File: config.mk
export PLATFORM = sky130hd
export DESIGN_NAME = xmit_b_arb
export DESIGN_NICKNAME = d
export VERILOG_FILES = /design/src/rtl/xmit_pkg.sv /design/src/rtl/rr_pick.sv /design/src/rtl/xmit_b_arb.sv
export SDC_FILE = /design/constraint.sdc
export NUM_CORES = 1
export LEC_CHECK = 0
export ABC_AREA = 1
export CAP_MARGIN = 30
export CORE_ASPECT_RATIO = 2
export CORE_MARGIN = 4
export CORE_UTILIZATION = 60
export CTS_CLUSTER_DIAMETER = 150
export DETAILED_ROUTE_END_ITERATION = 8
export DONT_BUFFER_PORTS = 1
export HOLD_SLACK_MARGIN = 0.06
export MAX_ROUTING_LAYER = met4
export PLACE_DENSITY_LB_ADDON = 0.3
export SLEW_MARGIN = 0
export SYNTH_ARGS = -nofsm -noshare
export SYNTH_HDL_FRONTEND = slang
export SYNTH_SLANG_ARGS = --single-unit
File: constraint.sdc
create_clock -name clk -period 3.9 [get_ports clk]
set_input_delay 0.78 -clock clk [delete_from_list [all_inputs] [get_ports clk]]
set_output_delay 0.78 -clock clk [all_outputs]
set_load 0.02 [all_outputs]
File: src/rtl/xmit_pkg.sv
// Shared types and constants for the xmit_b transmitter arbiters.
package xmit_pkg;

  typedef enum logic [1:0] {
    IDLE  = 2'd0,
    XFER  = 2'd1,
    ABORT = 2'd2
  } xmit_state_e;

  localparam int XMIT_BYTE_W      = 8;
  localparam int XMIT_TIMEOUT_DEF = 255;

endpackage

File: src/rtl/rr_pick.sv
// Combinational round-robin picker: first set request after rr_ptr, wrapping.
module rr_pick #(
  parameter int NREQ = 4
) (
  input  logic [NREQ-1:0]         req,
  input  logic [$clog2(NREQ)-1:0] rr_ptr,
  output logic [NREQ-1:0]         pick,
  output logic                    any_valid
);

  localparam int PW = $clog2(NREQ);

  logic [PW-1:0] idx;

  // Scan from the farthest candidate to the nearest so the nearest one wins.
  always_comb begin
    pick = '0;
    idx  = '0;
    for (int i = NREQ; i >= 1; i--) begin
      idx = PW'((int'(rr_ptr) + i) % NREQ);
      if (req[idx]) begin
        pick      = '0;
        pick[idx] = 1'b1;
      end
    end
  end

  assign any_valid = |req;

endmodule

File: src/rtl/xmit_b_arb.sv
// Round-robin frame arbiter sharing one xmit_b transmitter, with stall watchdog.
module xmit_b_arb
  import xmit_pkg::*;
#(
  parameter int NREQ    = 4,
  parameter int TIMEOUT = XMIT_TIMEOUT_DEF
) (
  input  logic                        clk,
  input  logic                        rst_n,
  input  logic [NREQ-1:0]             req_valid,
  input  logic [XMIT_BYTE_W*NREQ-1:0] req_data,
  input  logic [NREQ-1:0]             req_last,
  output logic [NREQ-1:0]             req_ready,
  output logic [XMIT_BYTE_W-1:0]      xmit_b_in1,
  output logic                        xmit_b_in2,
  input  logic                        xmit_b_out1,
  output logic [NREQ-1:0]             grant,
  output logic                        busy,
  output logic                        timeout_err
);

  localparam int PW = $clog2(NREQ);
  localparam int CW = $clog2(TIMEOUT + 1);
  localparam logic [CW-1:0] STALL_LIM = CW'(TIMEOUT);
  localparam logic [CW-1:0] STALL_MAX = '1;

  xmit_state_e   state;
  logic [PW-1:0] rr_ptr;
  logic [PW-1:0] g_idx;
  logic [PW-1:0] pick_idx;
  logic [CW-1:0] stall_cnt;
  logic [CW-1:0] stall_nxt;
  logic [NREQ-1:0] pick;
  logic          any_valid;
  logic          in_xfer;
  logic          xfer_ok;

  rr_pick #(.NREQ(NREQ)) u_pick (
    .req       (req_valid),
    .rr_ptr    (rr_ptr),
    .pick      (pick),
    .any_valid (any_valid)
  );

  always_comb begin
    pick_idx = '0;
    for (int i = 0; i < NREQ; i++) begin
      if (pick[i]) pick_idx = PW'(i);
    end
  end

  // Transmitter path is a pure mux on the registered owner: no added latency.
  assign in_xfer    = (state == XFER);
  assign xmit_b_in1 = in_xfer ? req_data[g_idx*XMIT_BYTE_W +: XMIT_BYTE_W] : '0;
  assign xmit_b_in2 = in_xfer & req_valid[g_idx];
  assign req_ready  = in_xfer ? (grant & req_valid & {NREQ{xmit_b_out1}}) : '0;
  assign xfer_ok    = xmit_b_in2 & xmit_b_out1;
  assign stall_nxt  = (stall_cnt == STALL_MAX) ? stall_cnt : stall_cnt + CW'(1);

  always_ff @(posedge clk or negedge rst_n) begin
    if (!rst_n) begin
      state       <= IDLE;
      grant       <= '0;
      busy        <= 1'b0;
      timeout_err <= 1'b0;
      rr_ptr      <= PW'(NREQ - 1);
      g_idx       <= '0;
      stall_cnt   <= '0;
    end else begin
      timeout_err <= 1'b0;
      case (state)
        IDLE: begin
          if (any_valid) begin
            state     <= XFER;
            grant     <= pick;
            g_idx     <= pick_idx;
            busy      <= 1'b1;
            stall_cnt <= '0;
          end
        end
        XFER: begin
          if (xfer_ok) begin
            stall_cnt <= '0;
            if (req_last[g_idx]) begin
              state  <= IDLE;
              grant  <= '0;
              busy   <= 1'b0;
              rr_ptr <= g_idx;
            end
          end else if (stall_nxt >= STALL_LIM) begin
            // Aborted owner gives up its turn; the frame is truncated.
            state       <= ABORT;
            grant       <= '0;
            timeout_err <= 1'b1;
            rr_ptr      <= g_idx;
            stall_cnt   <= '0;
          end else begin
            stall_cnt <= stall_nxt;
          end
        end
        ABORT: begin
          state <= IDLE;
          busy  <= 1'b0;
        end
        default: begin
          state <= IDLE;
          grant <= '0;
          busy  <= 1'b0;
        end
      endcase
    end
  end

endmodule

==> results of run 1 <==
==> final cells by class <==
cell class              instances  share of cell area [%]
multi-input cells             244                    63.1
flip-flops and latches         20                    25.6
clock buffers                   4                    2.81
inverters                      34                    6.51
well taps                      30                    1.91
==> cell usage in the layout (no fill, tap or decap), drive strengths merged <==
cell	instances
nor2	57
nor3	1
o22ai	7
ha	8
o21ai	28
nand3	30
nand4	1
clkbuf	4
a21oi	14
dfstp	2
xnor2	1
inv	34
nand3b	1
dfrtp	18
or2	1
nand2b	1
o211ai	2
nand2	92
==> worst max-delay path: cells and delay by family (launching register included) <==
family / cells / cell delay (ps)
simple gates: 2 / 450
compound gates: 2 / 280
buf+inv: 2 / 330
flops: 1 / 800
==> state kept, by name, summed over array words and instances, names as in the netlist <==
| signal | flops |
|---|---|
| busy | 1 |
| g_idx | 2 |
| grant | 4 |
| rr_ptr | 2 |
| stall_cnt | 8 |
| state | 2 |
| timeout_err | 1 |
==> per-layer routing <==
layer  vias up  GRT usage (%)  part of all wire [%]  wire length (um)
li1        967              -                     -                 -
met1       870           27.8                    35              1760
met2        67           46.2                    56              2870
met3        20           3.91                   4.6               235
met4         0           15.9                   4.2               216
met5         -              -                     0                 0
==> logic make-up (layout without fill, tap and decap cells) <==
kind of cell	after synthesis	count (layout)	share of synthesized area, %
AND/OR/NAND/NOR	184	184	44.3
AO/OA/AOI/OAI	51	51	14.6
buffers and inverters	43	38	9.26
flip-flops	20	20	26.2
adder cells (fa/ha/maj)	8	8	5.22
XOR/XNOR	1	1	0.456
==> metrics by stage <==
stage | setup slack [ps] | power (W)
finish | 1000 | 0.00156
detailed placement | 1280 | 0.00139
global placement | 1330 | 0.00136
floorplan | 1710 | 0.00122
CTS | 1010 | 0.00155
global route | 787 | 0.00172
==> where the power goes <==
part           leakage (nW)  total (W)  internal, W  switching (W)
clock                0.0288   0.000159    0.0000899      0.0000690
combinational         0.731   0.000977     0.000309       0.000668
sequential            0.254   0.000420     0.000274       0.000146
==> worst min path at each step <==
stage,depth (start not counted),startpoint,slack [ps],to
6_report,0,rst_n,210,grant[0]$_DFFE_PN0P_
5_1_grt,0,rst_n,190,grant[0]$_DFFE_PN0P_
4_1_cts,0,rst_n,200,grant[0]$_DFFE_PN0P_
3_5_place_dp,0,rst_n,480,grant[0]$_DFFE_PN0P_
3_3_place_gp,0,rst_n,480,grant[2]$_DFFE_PN0P_
2_1_floorplan,0,rst_n,480,busy$_DFFE_PN0P_
==> results by stage, run 1 <==
Status:
- The run finished with clean final reports.

Critical path:
- The number of cells on the worst reg-to-reg path is 10.
- For the worst setup path, the data arrival time is around 2100 ps.
- The endpoint of the worst setup timing path is xmit_b_in2.
- The setup slack on the worst flop-to-flop path is about 1500 ps.
- In this run the critical register-to-register path is launched from g_idx[0]$_DFFE_PN0P_.
- The worst setup path is of the flip-flop to output port kind.
- The slowest stage cell on the critical path is sky130_fd_sc_hd__dfrtp_1.
- Of all nets on the critical path, the largest fanout is 23.
- The end of the worst register-to-register path is grant[3]$_DFFE_PN0P_.
- The type of origin of the critical path is a flip-flop.
- The signal on the critical path passes through inv_2 -> a21oi_1 -> o21ai_1 -> nand2_1 -> inv_2 -> nor2_1.
- The most used cell along the critical path is sky130_fd_sc_hd__inv_2.
- The critical path endpoint category is an output port.
- Tracing the worst setup path back leads to its startpoint at g_idx[0]$_DFFE_PN0P_.
- Data on the critical path is required at its endpoint by approximately 3100 ps.
- The biggest cell delay along the critical path is ~800 ps.

STA:
- The worst hold-check slack is roughly 210 ps.
- For the pin with the worst max-slew slack, the measured transition is ~700 ps.
- The fmax is 345 MHz.
- The count of final max-slew check failures came to 0.
- Adding up every negative setup slack in the final design gives 0 ps.
- Setup violations remaining at the end of the flow were counted as 0.
- The max-slew headroom at the worst pin is between 50% and 60%.
- Across the routed clock network, the largest skew measured is ~1.4 ps.
- The portion of the clock cycle consumed by the worst path in the final layout is 74.3%.
- The time the final worst path needs with I/O delays and setup is ~2900 ps.
- Setup repair after global routing left no endpoint under its margin.
- The final count of hold timing violations was 0.

Place:
- Routability-driven placement finished with a final weighted congestion of about 0.96.
- The cell area reported after detailed placement is 1910 um2.
- Detailed placement finished with a half-perimeter wire length of between 4 and 5 mm.
- The number of buffers added on ports is 0.
- Counting tap cells, the placed design contains a total of between 300 and 400 instances.

Route:
- After detailed routing, the total wire length is ~5.1 mm.
- The first TritonRoute pass finished after 4 iterations.
- The post-route DRC violation count is 0.
- After detailed routing, the number of vias per cell comes to between 5 and 6.
- The via count is 1924.
- The detailed router finished its first iteration with 71 violations.
- The detail-routed net length per standard cell is about 15 um.
- The detail route stage leaves a number of antenna-violating nets equal to 0.

Finish:
- Compared with the post-synthesis result, the final layout area differs by 2.22%.
- The net count of the finished layout is about 350.
- The ratio of cells with drive above 1 in the final layout is 10.6%.
- The area of combinational cells with multiple inputs is between 1000 and 1500 um2.
- The filler-free cell count of the finished design is 332.
- The antenna diode instance count is 0.
- The filler cells instantiated in the layout total 283.
- The final standard cell utilization of the core is 65.1%.
- The finished layout cell area is roughly 2000 um2.
- In the final layout, flip-flops and latches occupy a little over 500 um2.

Logic synthesis:
- The count of flip-flops with a built-in enable after synthesis is 0.
- Among all flip-flop cells after synthesis, the most frequent one is sky130_fd_sc_hd__dfrtp_1.
- The number of nets in the synthesized netlist is 358.
- The top-area cell type share of the netlist area is between 20% and 30%.
- The number of cells produced by synthesis is between 300 and 400.
- Counting flops with an async set or reset pin after synthesis yields a share of 100%.
- Counting distinct cell types in the post-synthesis netlist gives 31.
- The cell area that synthesis handed to floorplanning was ~1900 um2.
- After synthesis the netlist holds a flip-flop and latch count of 20.
- In the synthesized netlist, the cells that appear most often are sky130_fd_sc_hd__nand2_1 (85), sky130_fd_sc_hd__nor2_1 (51), sky130_fd_sc_hd__inv_1 (29).
- The post-synthesis area per instance is approximately 6.3 um2.
- For this run, the number of Yosys warnings is 0.
- By area the synthesized netlist is led by sky130_fd_sc_hd__dfrtp_1 (23%), sky130_fd_sc_hd__nand2_1 (17%), sky130_fd_sc_hd__nor2_1 (10%), sky130_fd_sc_hd__nand3_1 (6.5%), sky130_fd_sc_hd__o21ai_0 (6.3%).
- Of the synthesized area, sequential elements account for between 20% and 30%.
- The largest total area in the synthesized netlist belongs to sky130_fd_sc_hd__dfrtp_1.
- The most common cell in the synthesized netlist is sky130_fd_sc_hd__nand2_1.

Global route:
- The initial antenna violation count is 0.
- For this run the aggregate overflow at the end of global routing stands at 0.
- For this run, the total global-route usage over all layers was measured as a little over a quarter.
- The first global-routing pass estimated about 8.2 mm of wire.
- The largest net degree at the start of global routing is 24.
- The via count of the first global-routing pass came to between 1500 and 2000.

Floorplanning:
- The die covers approximately 4200 um2.
- 62 I/O pins were placed.
- From bottom edge to top edge, the die measures roughly 88 um.
- The core area is 3010 um2.
- The die is approximately 48 um wide.
- Once the floorplan was initialized, standard cells occupied a little under two thirds of the core.
- The number of placement rows is 28.

Clock tree:
- The TritonCTS clock tree is done.
- The number of setup buffers added after CTS is 0.
- The number of gates resized after CTS was 0.
- The clock reaches the later pin of the worst-skew pair after roughly 260 ps.
- The CTS root buffer is sky130_fd_sc_hd__clkbuf_8.
- The number of buffers created by CTS is 3.
- After clock tree synthesis, the clock-pin slew on the worst setup and hold paths is approximately 70 ps.
- The count of hold-fix buffers inserted at cts is 0.
- Clock tree synthesis found a total of 20 sinks.
- In this run the number of H-tree levels came out at 1.
- The clock tree buffer depth is 2.

Power:
- Dividing total power by cell area gives a power density of between 700 and 800 nW/um2.
- The analysis attributes to cell leakage a power of about 1.0 nW.
- Across the VDD grid, the largest voltage drop is between 0.5 and 0.6 mV.

Run:
- The number of violations of the max-capacitance limit is 0.

Min path:
- The classification of the worst-slack hold path is input pin to async pin.
No activity file was read; power rests on OpenSTA's default activity.
==> run 2, diff against run 1 <==
clock period = 3 ns   (was 3.9 ns; I/O delays follow)
==> run 2 against run 1 <==
  * Clock skew hardly changed
  * Total power up 32%
  * Utilization up 0.58 points
  * Clock power up 32%
  * Combinational power grew 36%
  * Final area increased by 0.89%
  * Hold slack got worse by 35 ps
  * Via count shrank 0.10%
  * Die area is the same
  * Final cell count is 0.60% higher
  * Wire length up 2.5%
  * Critical endpoint unchanged
==> results by stage, run 2 (synthesis results as in run 1) <==
Finish:
- The register with the most flip-flops in the layout has 8 of them.
- The net count reported at finish is between 300 and 400.
- The register with the most flip-flops in the final layout is stall_cnt.
- Leaving out fill and tap cells, the most frequent cell in the layout is sky130_fd_sc_hd__nand2_1.
- The filler-free cell count of the finished design is approximately 330.
- The relative area change from synthesis to final layout is 3.13%.
- The finished layout cell area is slightly below 2000 um2.
- The register area is around 500 um2.
- Counting the fill cells in the layout gives roughly 300.
- The antenna diode instance count is 0.
- In the layout the commonest cells are sky130_fd_sc_hd__nand2_1 (85), sky130_fd_sc_hd__nor2_1 (51), sky130_fd_sc_hd__inv_1 (29).
- The area of combinational cells with multiple inputs is 1240 um2.
- In the final layout, the registers with the most flip-flops are stall_cnt: 8 flops, grant: 4 flops.
- In the final layout, the share of cells above drive strength 1 is a little over a tenth.

STA:
- Setup violations remaining at the end of the flow were counted as 0.
- The portion of the clock cycle consumed by the worst path in the final layout is 82.7%.
- Summed over all failing endpoints, the final setup total negative slack is 0 ps.
- The final count of hold timing violations came to 0.
- The max-slew headroom at the worst pin is 44.6%.
- The time the final worst path needs with I/O delays and setup is about 2500 ps.
- Across the routed clock network, the largest skew measured is 1.19 ps.
- The count of final max-slew check failures is 0.
- The worst-case setup margin in the final layout is 519 ps.
- The slew at the pin with the worst max-slew slack is ~830 ps.
- The fmax is ~400 MHz.
- Setup repair after global routing left no endpoint under its margin.

Floorplanning:
- The die extent in y is around 88 um.
- The number of placement rows is 28.
- The starting density of the core is between 60% and 70%.
- In this run the horizontal extent of the chip is between 40 and 50 um.
- The top-level port count is between 60 and 70.
- The floorplan step defined a die boundary enclosing ~4200 um2.
- After floorplanning, the core was sized to cover about 3000 um2.

Route:
- The via count is about 1900.
- The total routed wirelength is 5.21 mm.
- The first routing iteration left 71 violations.
- After detailed routing, the average wire length per cell comes to around 16 um.
- The average vias per placed instance is 5.75.
- After detailed routing, the number of remaining DRC violations is 0.
- Once detail routing completed, the nets flagged for antenna violations numbered 0.
- The first-pass detailed-route iteration total is 5.

Critical path:
- Measured in cells, the most critical reg-to-reg path has a length of 10.
- For the worst setup path, the data required time is around 2400 ps.
- The critical path class is flip-flop to output port.
- Data on the critical path arrives at its endpoint at between 1500 and 2000 ps.
- The type of origin of the critical path is a flip-flop.
- The critical path endpoint category is an output port.
- The maximum fanout count along the critical path is 13.

Clock tree:
- TritonCTS built the clock tree.
- The tree is rooted in a sky130_fd_sc_hd__clkbuf_8.
- No sink is reached through more buffers than the 2 on the longest clock path.
- The number of buffers created by CTS is 3.
- Clock latency on the worst-skew pair, taken at its later pin, is between 200 and 300 ps.
- The count of H-tree levels built during CTS is 1.
- The number of setup buffers added after CTS is 0.
- The clock transition at the registers of the reported paths is ~70 ps.
- The number of cells upsized or downsized after cts is 0.
- The clock net sink count is 20.

Global route:
- Entering global routing, the biggest net connects 23 pins.
- The global-route usage over all layers is 28.7%.
- The via count of the first global-routing pass is between 1500 and 2000.
- The global-route wire length before repair is about 8.6 mm.
- The initial antenna violation count came to 0.
- For this run the aggregate overflow at the end of global routing stands at 0.

Run:
- The number of violations of the max-capacitance limit is 0.

Place:
- The weighted congestion reported at the end of routability-driven placement is 0.952.
- The pre-CTS setup slack is 864 ps.
- In this run the cell area measured after placement is 1910 um2.
- The wire-length estimate of the detail-placed layout is roughly 4.2 mm.
- Port buffering added 0 buffers.
- The count of placed standard cells including taps is between 300 and 400.

Power:
- The static power due to leakage is between 1 and 1.5 nW.
- The total design power is roughly 0.0020 W.
- The worst-case IR drop observed on VDD is between 0.6 and 0.7 mV.
- The areal power density over the cells is 1030 nW/um2.

Status:
- The run finished with clean final reports.

Min path:
- In this run the worst hold path is classified as input pin to async pin.
run 2: changes by cell type in the layout (fill, tap and decap cells not counted), sizes merged:
cell         change
buf              +1
dlygate4sd3      +1
run 2: layout make-up:
type | count | share of cell area (%)
clock buffers | 4 | 2.78
inverters | 34 | 6.45
flip-flops and latches | 20 | 25.4
well taps | 30 | 1.90
repair buffers | 2 | 0.885
multi-input cells | 244 | 62.6
run 2: repair_timing:
action	CTS	global route
setup endpoints to repair	0	0
hold endpoints to repair	18	0
hold buffers	1	0
run 2: final timing paths:
check	startpoint	endpoint	slack (ps)
max	g_idx[1]$_DFFE_PN0P_	xmit_b_in2	520
min	rst_n	rr_ptr[0]$_DFFE_PN1P_	170
max reg2reg	g_idx[1]$_DFFE_PN0P_	grant[3]$_DFFE_PN0P_	840
min reg2reg	rr_ptr[1]$_DFFE_PN1P_	rr_ptr[1]$_DFFE_PN1P_	570
max in group asynchronous	rst_n	stall_cnt[6]$_DFFE_PN0P_	1610
min in group clk	rr_ptr[1]$_DFFE_PN1P_	rr_ptr[1]$_DFFE_PN1P_	570
run 2: critical path: stages (launching register included):
cell	delay, ps
sky130_fd_sc_hd__dfrtp_1	650
sky130_fd_sc_hd__inv_2	210
sky130_fd_sc_hd__a21oi_1	170
sky130_fd_sc_hd__o21ai_1	90
sky130_fd_sc_hd__nand2_1	80
sky130_fd_sc_hd__inv_2	40
sky130_fd_sc_hd__nor2_1	380
run 2: per-layer routing:
layer	vias up	share of wire (%)	GRT usage, %
li1	973	-	-
met1	870	33	28.1
met2	58	56	49.3
met3	21	5.2	4.53
met4	0	5.5	16.4
met5	-	0	-
run 2: through the flow:
| stage | hold slack [ps] | utilization, % |
|---|---|---|
| 4_1_cts | 175 | 65.7 |
| 3_5_place_dp | 305 | 63.5 |
| 5_1_grt | 162 | 65.7 |
| 3_3_place_gp | 305 | 63.5 |
| 2_1_floorplan | 304 | - |
| 6_report | 172 | 65.7 |
run 2: report_power, final:
| part | internal (W) | total (W) | switching, W |
|---|---|---|---|
| Clock | 0.000117 | 0.000210 | 0.0000928 |
| Combinational | 0.000414 | 0.00133 | 0.000915 |
| Sequential | 0.000357 | 0.000509 | 0.000152 |
